$ cat config.mk
export PLATFORM = sky130hd
export DESIGN_NAME = int_ack_handler
export DESIGN_NICKNAME = d
export VERILOG_FILES = /design/src/rtl/int_pkg.sv /design/src/rtl/int_ovr_counter.sv /design/src/rtl/int_ack_handler.sv
export SDC_FILE = /design/constraint.sdc
export NUM_CORES = 1
export LEC_CHECK = 0
export CAP_MARGIN = 25
export CORE_ASPECT_RATIO = 1.1
export CORE_MARGIN = 8
export CORE_UTILIZATION = 35
export DETAILED_ROUTE_END_ITERATION = 10
export GPL_TIMING_DRIVEN = 0
export SLEW_MARGIN = 20
export SYNTH_ARGS = -nofsm -noshare
export SYNTH_HDL_FRONTEND = slang
export SYNTH_SLANG_ARGS = --single-unit
$ cat constraint.sdc
create_clock -name clk -period 2 [get_ports clk]
set_clock_uncertainty 0.2 [all_clocks]
set_input_delay 0.3 -clock clk [delete_from_list [all_inputs] [get_ports clk]]
set_output_delay 0.3 -clock clk [all_outputs]
set_load 0.01 [all_outputs]
$ cat src/rtl/int_pkg.sv
// Shared definitions for the PicoBlaze interrupt responder: FSM states and
// I/O register offsets relative to the block's port base.
package int_pkg;

   typedef enum logic [1:0] {
      ST_IDLE    = 2'd0,
      ST_ASSERT  = 2'd1,
      ST_HOLDOFF = 2'd2
   } state_e;

   localparam logic [7:0] OFS_STATUS = 8'd0;
   localparam logic [7:0] OFS_MASK   = 8'd1;
   localparam logic [7:0] OFS_OVR    = 8'd2;

endpackage

$ cat src/rtl/int_ovr_counter.sv
// Saturating per-source overrun counter; a clear beats a simultaneous increment.
module int_ovr_counter #(
   parameter int WIDTH = 4
) (
   input  logic             clk,
   input  logic             reset,
   input  logic             inc_i,
   input  logic             clr_i,
   output logic [WIDTH-1:0] cnt_o
);

   logic [WIDTH-1:0] cnt_q;
   logic [WIDTH-1:0] cnt_d;

   always_comb begin
      cnt_d = cnt_q;
      if (clr_i) begin
         cnt_d = '0;
      end else if (inc_i && (cnt_q != '1)) begin
         cnt_d = cnt_q + WIDTH'(1);
      end
   end

   always_ff @(posedge clk) begin
      if (reset) begin
         cnt_q <= '0;
      end else begin
         cnt_q <= cnt_d;
      end
   end

   assign cnt_o = cnt_q;

endmodule

$ cat src/rtl/int_ack_handler.sv
// PicoBlaze interrupt responder: latches tick pulses, presents one held interrupt
// at a time in priority order, retires it on ack or timeout, and exposes registers.
module int_ack_handler
   import int_pkg::*;
#(
   parameter int                 NUM_SRC     = 4,
   parameter logic [7:0]         PORT_BASE   = 8'h10,
   parameter int                 OVR_WIDTH   = 4,
   parameter int                 ACK_TIMEOUT = 1024,
   parameter logic [NUM_SRC-1:0] MASK_RESET  = '1
) (
   input  logic               clk,
   input  logic               reset,
   input  logic [NUM_SRC-1:0] tick,
   output logic               interrupt,
   input  logic               interrupt_ack,
   input  logic [7:0]         port_id,
   input  logic [7:0]         out_port,
   input  logic               write_strobe,
   output logic [7:0]         in_port
);

   localparam int ID_W  = (NUM_SRC > 1) ? $clog2(NUM_SRC) : 1;
   localparam int CNT_W = (ACK_TIMEOUT > 1) ? $clog2(ACK_TIMEOUT) : 1;
   localparam logic [CNT_W-1:0] WAIT_LAST = CNT_W'(ACK_TIMEOUT - 1);

   localparam logic [7:0] ADDR_STATUS = PORT_BASE + OFS_STATUS;
   localparam logic [7:0] ADDR_MASK   = PORT_BASE + OFS_MASK;
   localparam logic [7:0] ADDR_OVR    = PORT_BASE + OFS_OVR;

   state_e              state_q, state_d;
   logic [NUM_SRC-1:0]  pending_q, pending_d;
   logic [NUM_SRC-1:0]  mask_q, mask_d;
   logic                tmo_q, tmo_d;
   logic [ID_W-1:0]     active_id_q, active_id_d;
   logic [CNT_W-1:0]    wait_q, wait_d;
   logic                interrupt_q;
   logic [7:0]          in_port_q, in_port_d;

   logic                wr_status, wr_mask, wr_ovr;
   logic                sel_valid, take;
   logic [ID_W-1:0]     sel_id;
   logic [NUM_SRC-1:0]  clr_sel, tick_en, ovr_inc;
   logic [OVR_WIDTH-1:0] ovr_cnt [NUM_SRC];
   logic [OVR_WIDTH-1:0] ovr_sel;
   logic                unused_out_port;

   // Only the low NUM_SRC data bits carry meaning (mask writes).
   assign unused_out_port = ^out_port;

   assign wr_status = write_strobe && (port_id == ADDR_STATUS);
   assign wr_mask   = write_strobe && (port_id == ADDR_MASK);
   assign wr_ovr    = write_strobe && (port_id == ADDR_OVR);

   // Lowest pending index wins.
   always_comb begin
      sel_valid = 1'b0;
      sel_id    = '0;
      for (int i = NUM_SRC - 1; i >= 0; i--) begin
         if (pending_q[i]) begin
            sel_valid = 1'b1;
            sel_id    = ID_W'(i);
         end
      end
   end

   always_comb begin
      state_d     = state_q;
      active_id_d = active_id_q;
      wait_d      = '0;
      tmo_d       = tmo_q;
      take        = 1'b0;
      if (wr_status) begin
         tmo_d = 1'b0;
      end
      case (state_q)
         ST_IDLE: begin
            if (sel_valid) begin
               take        = 1'b1;
               active_id_d = sel_id;
               state_d     = ST_ASSERT;
            end
         end
         ST_ASSERT: begin
            // Ack is checked first so a same-cycle ack never flags a timeout.
            if (interrupt_ack) begin
               state_d = ST_HOLDOFF;
            end else if (wait_q == WAIT_LAST) begin
               state_d = ST_HOLDOFF;
               tmo_d   = 1'b1;
            end else begin
               wait_d = wait_q + CNT_W'(1);
            end
         end
         ST_HOLDOFF: state_d = ST_IDLE;
         default:    state_d = ST_IDLE;
      endcase
   end

   always_comb begin
      for (int i = 0; i < NUM_SRC; i++) begin
         clr_sel[i] = take && (sel_id == ID_W'(i));
      end
      tick_en   = tick & mask_q;
      // A tick landing on the bit being taken re-arms it without counting an overrun.
      ovr_inc   = tick_en & pending_q & ~clr_sel;
      pending_d = (pending_q & ~clr_sel) | tick_en;
      mask_d    = mask_q;
      if (wr_mask) begin
         mask_d    = out_port[NUM_SRC-1:0];
         pending_d = pending_d & ~(mask_q & ~out_port[NUM_SRC-1:0]);
      end
   end

   for (genvar gi = 0; gi < NUM_SRC; gi++) begin : g_ovr
      int_ovr_counter #(
         .WIDTH (OVR_WIDTH)
      ) u_ovr (
         .clk   (clk),
         .reset (reset),
         .inc_i (ovr_inc[gi]),
         .clr_i (wr_ovr),
         .cnt_o (ovr_cnt[gi])
      );
   end

   always_comb begin
      ovr_sel = '0;
      for (int i = 0; i < NUM_SRC; i++) begin
         if (active_id_q == ID_W'(i)) begin
            ovr_sel = ovr_cnt[i];
         end
      end
   end

   always_comb begin
      in_port_d = '0;
      if (port_id == ADDR_STATUS) begin
         in_port_d[7]        = (state_q != ST_IDLE);
         in_port_d[6]        = tmo_q;
         in_port_d[ID_W-1:0] = active_id_q;
      end else if (port_id == ADDR_MASK) begin
         in_port_d[NUM_SRC-1:0] = mask_q;
      end else if (port_id == ADDR_OVR) begin
         in_port_d[OVR_WIDTH-1:0] = ovr_sel;
      end
   end

   always_ff @(posedge clk) begin
      if (reset) begin
         state_q     <= ST_IDLE;
         pending_q   <= '0;
         mask_q      <= MASK_RESET;
         tmo_q       <= 1'b0;
         active_id_q <= '0;
         wait_q      <= '0;
         interrupt_q <= 1'b0;
         in_port_q   <= '0;
      end else begin
         state_q     <= state_d;
         pending_q   <= pending_d;
         mask_q      <= mask_d;
         tmo_q       <= tmo_d;
         active_id_q <= active_id_d;
         wait_q      <= wait_d;
         interrupt_q <= (state_d == ST_ASSERT);
         in_port_q   <= in_port_d;
      end
   end

   assign interrupt = interrupt_q;
   assign in_port   = in_port_q;

endmodule

==> run metrics <==
outcome complete, no violations; Post-Syn Area 0.00213 mm²; drt total wl 4.73 mm; Pwr Density 695 mW/mm²; later-pin clock latency in the skew report ~300 ps; Hold Path Class in2reg; antenna violations before repair 0; CP arrival 1910 ps; top cell type by total area after synthesis dfxtp_1; DIE AREA 0.00883 mm²; Max H-tree Level 2; CP cell instances clkdlybuf4s50_1 > nor2b_1 > nand4_1 > buf_4 > nor3b_1 > a211oi_1; setup slack, reg-to-reg 180 ps; Fill cells about 600; synth unique cells 48; top_reg_cell synth dfxtp_1; drt drc 0; Sink Count 46; Syn-to-layout area delta 21.0%; asr flop ratio synth 0; # diodes 0; pin count of the biggest net entering global routing 15; Cells after Synth 229; # setup viols final 0; RD Place Congestion 0.779; total gr overflow 0; DP Area approximately 0.0025 mm²; share of cells above drive strength 1 0.0989; slowest stage delay, CP 610 ps; crit path capture type flop; hold worst-path end in_port[6]; Final ANT Viol Nets 0; gr usage total 0.110; io pins 33; Worst Path Required around 2000 ps; setup_tns 0 ps; Fin. Hold Viols 0; final number of max-transition violations 0; Crit-path slowest cell clkdlybuf4s50_1; RSZ-0062 raised after global routing false; CP delay by family, top buffers and inverters; Synth area leaders dfxtp_1, nor2_1, mux2i_1; WHS Path Cells 2; DR WL/cell 13.8 µm; number of global-route vias before repair between 1500 and 2000; RR Startpoint state_q[0]; worst r2r path cells 5; flops & latches, synth 46; worst rel slew slack 0.666; clock tree root buffer cell clkbuf_8; number of vias per cell 5.11; Final Cycle Share 0.970; Critical path buffers and inverters 2; fin crit period 1940 ps; Worst Setup Start Kind primary input; commonest non-fill, non-tap cell in the layout dfxtp_1; detailed placement HPWL 3.63 mm; Longest Clk Path Bufs 2; cts hold-fix bufs 0; Worst-path clk slew about 90 ps; core box area 0.00604 mm²; Hold Startpoint port_id[1]; slew of the pin with the lowest slew margin 488 ps; Die Y around 98 µm; initial core utilization 0.352; nets 291; Iter 0 DRT Violations 75; WS Path Type in2reg; die span in x 90.4 µm; EDFF count, synth 0; reg-to-reg critical path endpoint g_ovr[3].u_ovr.cnt_o[1]; port buffer count 24; Max-cap violations 0; CTS Buf Count 5; final instance area 0.00258 mm²; Core Util, Final 0.426; Seq/Total Area, Yosys 0.433; commonest non-fill, non-tap cells in the layout dfxtp_1, clkdlybuf4s50_1, nor2_1; vias 1752; Syn Area/Cell ~9.3 µm²; Synth top area share 0.433; leak pwr 0.941 nW; first-pass GRT wire length 7.82 mm; 1st-pass router iterations 4; Ys Warns 0; VDD IR max 0.000260 V; TritonCTS clock tree built; crit-path max FO 7; Rows 30; fmax approximately 0.52 GHz
## metrics by stage
step	total power, mW	setup slack (ps)	std cells	hold slack (ps)
6_report	1.79	60.5	343	177
5_1_grt	1.88	10.7	343	172
4_1_cts	1.82	46.4	343	149
3_5_place_dp	1.21	-462	334	243
3_3_place_gp	1.21	-410	334	227
2_1_floorplan	1.13	280	230	177
## worst max-delay path by stage
stage                     cells after the start  slack [ps]       start                 endpoint
after floorplan                               5         280  state_q[1]  g_ovr[3].u_ovr.cnt_o[1]
after global placement                        5        -410  port_id[0]             pending_q[0]
after detailed placement                      5        -460  port_id[0]             pending_q[0]
after CTS                                     5          50  port_id[3]  g_ovr[2].u_ovr.cnt_o[1]
after global routing                          6          10  port_id[0]             pending_q[0]
final                                         6          60  port_id[0]             pending_q[0]
## cell families after synthesis
family / after synthesis / synth area share
compound gates: 44 / 0.145
xor+xnor: 12 / 0.0494
fa+ha+maj: 5 / 0.0294
buf+inv: 18 / 0.0412
flops: 46 / 0.433
mux: 11 / 0.0700
other cells: 1 / 0.00176
simple gates: 92 / 0.230
## sequential cells by signal, indices dropped and copies added, names as in the netlist
register	count
active_id_q	2
g_ovr.u_ovr.cnt_o	16
in_port	6
interrupt	1
mask_q	4
pending_q	4
state_q	2
tmo_q	1
wait_q	10
## report_power, final
part | internal [mW] | leakage, nW | switching, mW | total (mW)
registers | 0.944 | 0.373 | 0.0265 | 0.970
logic | 0.113 | 0.521 | 0.108 | 0.222
clock network | 0.278 | 0.0472 | 0.321 | 0.599
total | 1.34 | 0.941 | 0.455 | 1.79
## Yosys cell counts (2+ instances only)
library cell	count
a211oi_1	2
a21oi_1	13
a221oi_1	2
a22oi_1	2
a311oi_1	4
and2_1	3
and3_1	3
and4_1	2
buf_2	4
buf_4	2
clkbuf_1	2
dfxtp_1	46
ha_1	5
inv_1	9
mux2i_1	7
mux4_2	3
nand2_1	16
nand3_1	14
nand4_1	4
nor2_1	23
nor2b_1	6
nor3_1	6
nor3b_1	2
nor4b_1	2
o2111a_1	2
o211ai_1	3
o21ai_0	8
or3_1	4
xnor2_1	4
xor2_1	8
## cell type report
class / instances / area (µm²) / area share
buffer: 9 / 53.8 / 0.0209
clock buffer: 6 / 82.6 / 0.0321
clock inverter: 2 / 12.5 / 0.00486
inverter: 9 / 33.8 / 0.0131
multi-input combinational: 166 / 1120 / 0.437
sequential: 46 / 921 / 0.357
tap: 80 / 100 / 0.0389
timing repair buffer: 25 / 248 / 0.0962
## timing repair
| item | in CTS | in global routing |
|---|---|---|
| endpoints found under the setup margin | 5 | 10 |
| resized for setup | 0 | 1 |
| setup buffers | 1 | 0 |
| pin swaps | 1 | 0 |
## metal layers
metal	vias to the layer above	part of all wire	global-route usage
met5	-	0	0
met4	0	0.017	0.0526
met3	6	0.048	0.0361
met2	30	0.46	0.175
met1	813	0.48	0.131
li1	903	-	-
No activity file was read; power rests on OpenSTA's default activity.
